--- config.mk ---
export PLATFORM = sky130hd
export DESIGN_NAME = dmem_bridge
export DESIGN_NICKNAME = d
export VERILOG_FILES = /design/src/rtl/dmem_bridge.sv
export SDC_FILE = /design/constraint.sdc
export NUM_CORES = 1
export LEC_CHECK = 0
export BUFFER_PORTS_ARGS = -buffer_cell sky130_fd_sc_hd__buf_4
export CORE_ASPECT_RATIO = 0.9
export CORE_UTILIZATION = 50
export CTS_BUF_LIST = sky130_fd_sc_hd__clkbuf_8 sky130_fd_sc_hd__clkbuf_16
export DETAILED_ROUTE_END_ITERATION = 12
export PLACE_DENSITY = 0.85
export SYNTH_ARGS = -nofsm -noshare
export SYNTH_HDL_FRONTEND = slang
export SYNTH_SLANG_ARGS = --single-unit
export TNS_END_PERCENT = 100
--- constraint.sdc ---
create_clock -name clk_i -period 4.35 [get_ports clk_i]
set_input_delay 0.6525 -clock clk_i [delete_from_list [all_inputs] [get_ports clk_i]]
set_output_delay 0.6525 -clock clk_i [all_outputs]
set_load 0.005 [all_outputs]
--- src/rtl/dmem_bridge.sv ---
// dmem_bridge: connects the single-cycle datapath's load/store port to a
// variable-latency data-memory bus.
//
// An aligned access is launched on the bus from IDLE. The bridge then waits in
// BUSY for bus_ack_i, or until TIMEOUT cycles have passed. It finishes with one
// DONE cycle in which the core commits the instruction. A misaligned access
// skips the bus and goes straight to DONE.
//
// Ports:
//   clk_i          clock, rising edge
//   reset_i        asynchronous active-low reset
//   mem_read_i     load strobe from controller
//   mem_write_i    store strobe from controller (wins when both are high)
//   addr_i32       byte address from the ALU
//   wdata_i32      store data from the register file
//   rdata_o32      registered load data to the datapath
//   stall_o        hold PC and suppress register write while high
//   bus_req_o      bus request, high only in BUSY
//   bus_we_o       bus write enable (registered, held outside BUSY)
//   bus_addr_o32   word-aligned bus address (registered)
//   bus_wdata_o32  bus write data (registered)
//   bus_ack_i      bus completion
//   bus_rdata_i32  bus read data, valid with bus_ack_i
//   err_o          sticky error flag
//   err_code_o2    sticky first error: 00 none, 01 misaligned, 10 timeout

module dmem_bridge #(
    parameter int unsigned TIMEOUT = 255
) (
    input  logic        clk_i,
    input  logic        reset_i,
    input  logic        mem_read_i,
    input  logic        mem_write_i,
    input  logic [31:0] addr_i32,
    input  logic [31:0] wdata_i32,
    output logic [31:0] rdata_o32,
    output logic        stall_o,
    output logic        bus_req_o,
    output logic        bus_we_o,
    output logic [31:0] bus_addr_o32,
    output logic [31:0] bus_wdata_o32,
    input  logic        bus_ack_i,
    input  logic [31:0] bus_rdata_i32,
    output logic        err_o,
    output logic [1:0]  err_code_o2
);

    localparam int unsigned CntW = $clog2(TIMEOUT + 1);
    // Last counter value before the timeout fires; the counter never goes past it.
    localparam logic [CntW-1:0] CntLast = CntW'(TIMEOUT - 1);

    localparam logic [1:0] ErrNone     = 2'b00;
    localparam logic [1:0] ErrMisalign = 2'b01;
    localparam logic [1:0] ErrTimeout  = 2'b10;

    typedef enum logic [1:0] {
        StIdle,
        StBusy,
        StDone
    } state_e;

    state_e            state_q;
    logic [CntW-1:0]   cnt_q;
    logic [31:0]       rdata_q;
    logic [31:0]       bus_addr_q;
    logic [31:0]       bus_wdata_q;
    logic              bus_we_q;
    logic [1:0]        err_code_q;

    logic access;
    logic aligned;

    assign access  = mem_read_i | mem_write_i;
    assign aligned = (addr_i32[1:0] == 2'b00);

    always_ff @(posedge clk_i or negedge reset_i) begin
        if (!reset_i) begin
            state_q     <= StIdle;
            cnt_q       <= '0;
            rdata_q     <= '0;
            bus_addr_q  <= '0;
            bus_wdata_q <= '0;
            bus_we_q    <= 1'b0;
            err_code_q  <= ErrNone;
        end else begin
            unique case (state_q)
                StIdle: begin
                    if (access) begin
                        if (aligned) begin
                            bus_addr_q  <= addr_i32;
                            bus_wdata_q <= wdata_i32;
                            // A store wins when both strobes are set.
                            bus_we_q    <= mem_write_i;
                            cnt_q       <= '0;
                            state_q     <= StBusy;
                        end else begin
                            rdata_q <= '0;
                            if (err_code_q == ErrNone) begin
                                err_code_q <= ErrMisalign;
                            end
                            state_q <= StDone;
                        end
                    end
                end
                StBusy: begin
                    // The ack is checked first, so it beats a timeout on the same edge.
                    if (bus_ack_i) begin
                        if (!bus_we_q) begin
                            rdata_q <= bus_rdata_i32;
                        end
                        state_q <= StDone;
                    end else if (cnt_q == CntLast) begin
                        rdata_q <= '0;
                        if (err_code_q == ErrNone) begin
                            err_code_q <= ErrTimeout;
                        end
                        state_q <= StDone;
                    end else begin
                        cnt_q <= cnt_q + CntW'(1);
                    end
                end
                StDone: begin
                    state_q <= StIdle;
                end
                default: begin
                    state_q <= StIdle;
                end
            endcase
        end
    end

    // Stall in IDLE follows the strobes directly so the PC is held on the launch cycle.
    always_comb begin
        stall_o = 1'b0;
        unique case (state_q)
            StIdle:  stall_o = access;
            StBusy:  stall_o = 1'b1;
            StDone:  stall_o = 1'b0;
            default: stall_o = 1'b0;
        endcase
    end

    assign bus_req_o     = (state_q == StBusy);
    assign bus_we_o      = bus_we_q;
    assign bus_addr_o32  = bus_addr_q;
    assign bus_wdata_o32 = bus_wdata_q;
    assign rdata_o32     = rdata_q;
    assign err_code_o2   = err_code_q;
    assign err_o         = (err_code_q != ErrNone);

endmodule

# Yosys cells after proc, flatten, opt, wreduce, memory -nomap -nowiden
# Cells that the tools add are included.
# word_totals
ff_bits	109
in_bits	101
output_inout_bits	102
word_cells	55
# op_classes
addsub	1
n_eq_ne	12
n_mux	24
n_bitwise	1
n_reduce_logical	10
# op_table
cell	n
2-to-1 mux 32 bit	5
one-hot mux 32 bit (2 select lines)	1
2-to-1 mux 8 bit	4
2-to-1 mux 2 bit	10
one-hot mux 8 bit (2 select lines)	1
!= test 2 bit (second input constant)	6
AND reduction 5 bit	2
adder 8 x 1 -> 8 bit (second input constant)	1
equality test 8 bit (second input constant)	1
one-hot mux 2 bit (2 select lines)	2
AND reduction 7 bit	1
zero test 2 bit	3
!= test 2 x 1 -> 1 bit (second input constant)	2
nonzero test 2 bit	2
!= test 3 x 1 -> 1 bit (second input constant)	1
!= test 3 bit (second input constant)	1
AND reduction 3 bit	1
equality test 2 x 1 -> 1 bit (second input constant)	1
one-hot mux 1 bit (2 select lines)	1
AND reduction 2 bit	1
OR 1 bit	1

# Longest topological paths before layout
# logic_depth
word_depth	5
mapped_depth	7
depth_no_buf	6

# Worst setup path before layout
# No wires, ideal clock.
# synth_timing
kind	input port to flip-flop
start	input port bus_ack_i
end	register rdata_q[0], in the netlist rdata_o32[0]
setup_time_ps	121
t_arrival_ps	1498
required_ps	4229
path_slack_ps	2731
stages	5
n_path_buf	1
cell_sequence	or2b_2 -> nand2_2 -> o21ai_2 -> buf_6 -> a22o_2
# synth_between
elab_chain_cells	2
elab_cells_between_ends	5
cone_classes	eq/ne: 2; mux: 2; reduce/logical: 1
# synth_rtl
item	line	source
from (decl)	42	input logic bus_ack_i,
!= test 3 bit (no line) (tied with other cells)	n/a	
AND reduction 5 bit (no line) or one-hot mux 32 bit (2 select lines) (tied branches)	n/a	
to (signal assigned)	109	rdata_q <= bus_rdata_i32;
to (decl)	64	logic [31:0] rdata_q;
# Parallel ways exist; a longest one is shown, timed or not.
# A chain may end at the register's enable or synchronous reset.

# Worst setup path after layout
# layout_timing
start	register cnt_q[0]
end	register rdata_q[8], in the netlist rdata_o32[8]
# layout_between
elab_chain_cells	3
# layout_rtl
item	line	source
from (decl)	63	logic [CntW-1:0] cnt_q;
from (signal assigned)	119	cnt_q <= cnt_q + CntW'(1);
equality test 8 bit	112	end else if (cnt_q == CntLast) begin
!= test 3 x 1 -> 1 bit (no line)	n/a	
AND reduction 5 bit (no line)	n/a	
# Every way passes these cells.

==> results.py <==
metrics = {
    "global_route": {
        "grt_start_max_net_pins": 47,
        "met2_usage_pct": 41.90,
        "grt_pass1_vias": 3751,
        "gr-usage-all-layers_pct": 25.16,
        "busiest_layer": "met2",
        "grt_pass1_wl_um": 17800,
        "grtUsageMet3_pct": 6.610,
        "antenna_found_initial": 0,
        "grt_use_met1_pct": 31.54,
        "overflow": 0,
    },
    "yosys": {
        "synthesis.nets": 514,
        "synth_top_flop_cell": "dfrtp_1",
        "yosysSeqAreaShare_pct": 63.26,
        "syn_inst": 411,
        "synth.distinct_cells": 37,
        "synth_top_cells_by_area": "dfrtp_1 (63%), nand2_1 (17%), a22o_2 (5.1%)",
        "synth_area_sq_mm": 0.004312,
        "yosysTopAreaCell": "dfrtp_1",
        "synth_edf_count": 0,
        "ys_ff_latch": 109,
        "ys_warn_count": 0,
        "async_flop_share_pct": 100.0,
        "yosysTopAreaCellShare_pct": 63.26,
        "syn_avg_cell_area_sq_um": 10.49,
    },
    "clock_network": {
        "cts_tree": "done",
        "cts_root_buffer": "clkbuf_8",
        "cts.htree.levels": 3,
        "clkSinkCount": 109,
        "clk_latency_ns": 0.36,
        "clk_pin_slew_worst_paths_ns": 0.10,
        "cts_made_buffers": 9,
        "postCtsHoldBufs": 0,
        "post_cts_buffers": 0,
        "clk_path_buf_depth": 2,
        "cts_resized": 0,
    },
    "route": {
        "drc": 0,
        "routedWlPerCell_um": 15.02,
        "drt_iter0_drc": 89,
        "final_antenna_net_count": 0,
        "vias_per_cell": 5.036,
        "dr_total_vias": 3666,
        "wirelength_um": 10930,
        "drt_pass1_iterations": 4,
    },
    "die": {
        "die_h_um": 90.10,
        "ios": 203,
        "initial_core_util_pct": 52.68,
        "die_w_um": 99.89,
        "design.die.area_sq_mm": 0.008999,
        "core_area_sq_mm": 0.008184,
        "num_rows": 31,
    },
    "worst_setup_path": {
        "crit_path_max_incr_delay_ns": 1.00,
        "cp-startpoint": "cnt_q[0]",
        "path_cells": "inv_1 -> ha_1 -> nand3_1 -> nor3_2 -> o21ai_2 -> a22o_2",
        "worst-setup-path-type": "reg2reg",
        "path_max_fanout": 32,
        "critPathTopFamily": "compound AO/OA/AOI/OAI gates",
        "start_kind": "register",
        "cp.arrival_ns": 2.59,
        "worstPathRequired_ns": 4.64,
        "crit_slowest_cell": "o21ai_2",
        "end_kind": "register",
        "crit-reg2reg-launch": "cnt_q[0]",
        "critPathBufInv": 1,
    },
    "power": {
        "seqPwrFrac_pct": 49.3,
        "p_sw_uw": 881.4,
        "clkPwrFrac_pct": 21.5,
        "ir_drop_v": 0.0002869,
        "pwr-share-comb_pct": 29.2,
        "internal_power_mw": 2.029,
        "finalPower_mw": 2.910,
        "swShare_pct": 30.29,
        "power-per-cell-area_mw_per_mm2": 478.6,
        "p_leak_nw": 3.350,
    },
    "final_layout": {
        "num_antenna_cells": 0,
        "final_common_cell": "buf_4",
        "fill_cells": 571,
        "fin_nets": 711,
        "area_growth_pct": 41.03,
        "drive_above_1_share_pct": 42.41,
        "final_area_sq_mm": 0.006081,
        "final_cell_mix": "buf_4 (206), nand2_1 (192), dfrtp_1 (109)",
    },
    "timing": {
        "fin_crit_sh_pct": 52.82,
        "hold_viol": 0,
        "setup_ws_ns": 2.052,
        "max_freq_mhz": 435.2,
        "setup_viol": 0,
        "final_max_slew_viol_count": 0,
        "period_needed_ns": 2.298,
        "clock_skew_ns": 0.01160,
        "relSlewSlack_pct": 13.00,
        "tightest_slew_ns": 1.305,
        "finalSetupTns_ns": 0,
        "rsz0062_at_grt": "false",
    },
    "place": {
        "hpwl_um": 7821,
        "dpl_worst_slack_ns": 1.866,
        "gp_routability_congestion": 0.7893,
        "port_buffers": 202,
        "placed_area_sq_mm": 0.005873,
    },
    "flow_run": {
        "max_cap_viol_count": 0,
    },
    "min_path": {
        "hold_path_class": "in2async",
    },
    "run_status": {
        "status": "complete, no violations",
    },
}
[power by group through the flow]
stage / Clock [mW] / Combinational [mW] / Sequential [mW]
6_report: 0.625 / 0.849 / 1.44
5_1_grt: 0.683 / 0.942 / 1.47
4_1_cts: 0.640 / 0.864 / 1.44
3_5_place_dp: 0 / 0.863 / 1.45
3_3_place_gp: 0 / 0.829 / 1.44
2_1_floorplan: 0 / 0.294 / 1.45
[flip-flops by register name, summed over array words and instances, names as in the netlist]
| register | count |
|---|---|
| cnt_q | 8 |
| bus_we_o | 1 |
| err_code_o2 | 2 |
| state_q | 2 |
| bus_addr_o32 | 32 |
| bus_wdata_o32 | 32 |
| rdata_o32 | 32 |
[metal layers]
metal / wire [um] / up-vias
met2: 5383 / 154
met3: 834 / 15
met1: 4536 / 1763
met4: 178 / 0
li1: - / 1734
met5: 0 / -
[worst paths after layout]
check / slack, ns / to / cells past startpoint
setup reg to reg: 2.05 / rdata_o32[8] / 6
hold reg to reg: 0.48 / bus_addr_o32[7] / 2
max in group asynchronous: 3.24 / bus_addr_o32[2] / 2
min in group clk_i: 0.47 / bus_addr_o32[9] / 3
setup / recovery: 2.05 / rdata_o32[8] / 6
hold / removal: 0.22 / rdata_o32[3] / 1
[through the flow]
step	std cells	hold slack [ns]	util (%)
after floorplan	411	0.3569	-
after global placement	712	0.4601	71.76
after detailed placement	712	0.4631	71.76
after CTS	728	0.2276	74.30
after global routing	728	0.2497	74.30
final	728	0.2196	74.30
[worst reg2reg max path, delay by kind of cell (launching register included)]
| kind | cells | cell delay [ns] |
|---|---|---|
| adders and majority gates | 1 | 0.19 |
| DFF | 1 | 0.43 |
| AOI/OAI and AO/OA | 2 | 1.32 |
| and+or+nand+nor | 2 | 0.23 |
| buffers and inverters | 1 | 0.06 |
[cell type report]
class / instances / area [sq um] / share of cell area (%)
sequential: 109 / 2728 / 44.86
timing repair buffer: 206 / 1546 / 25.43
multi-input combinational: 279 / 1444 / 23.74
tap: 115 / 143.9 / 2.366
clock buffer: 10 / 137.6 / 2.263
clock inverter: 6 / 70.07 / 1.152
inverter: 3 / 11.26 / 0.1852
[cell usage after synthesis (3+ instances only)]
library cell,instances
a31oi_1,3
clkbuf_1,5
and2_1,3
nand3_1,8
o21ai_0,5
buf_4,10
dfrtp_1,109
a22o_2,22
a22o_1,11
buf_6,4
a21oi_1,3
nand2_1,192
inv_1,3
nor2_1,5
o21ai_2,3
[kinds of logic after synthesis]
family | Yosys count | synth area share, %
AO/OA/AOI/OAI | 53 | 10.42
adder cells (fa/ha/maj) | 2 | 0.5803
multiplexers | 2 | 0.5803
flip-flops | 109 | 63.26
XOR/XNOR | 1 | 0.2032
AND/OR/NAND/NOR | 221 | 21.36
buffers and inverters | 23 | 3.598
(Power assumes the default switching activity.)
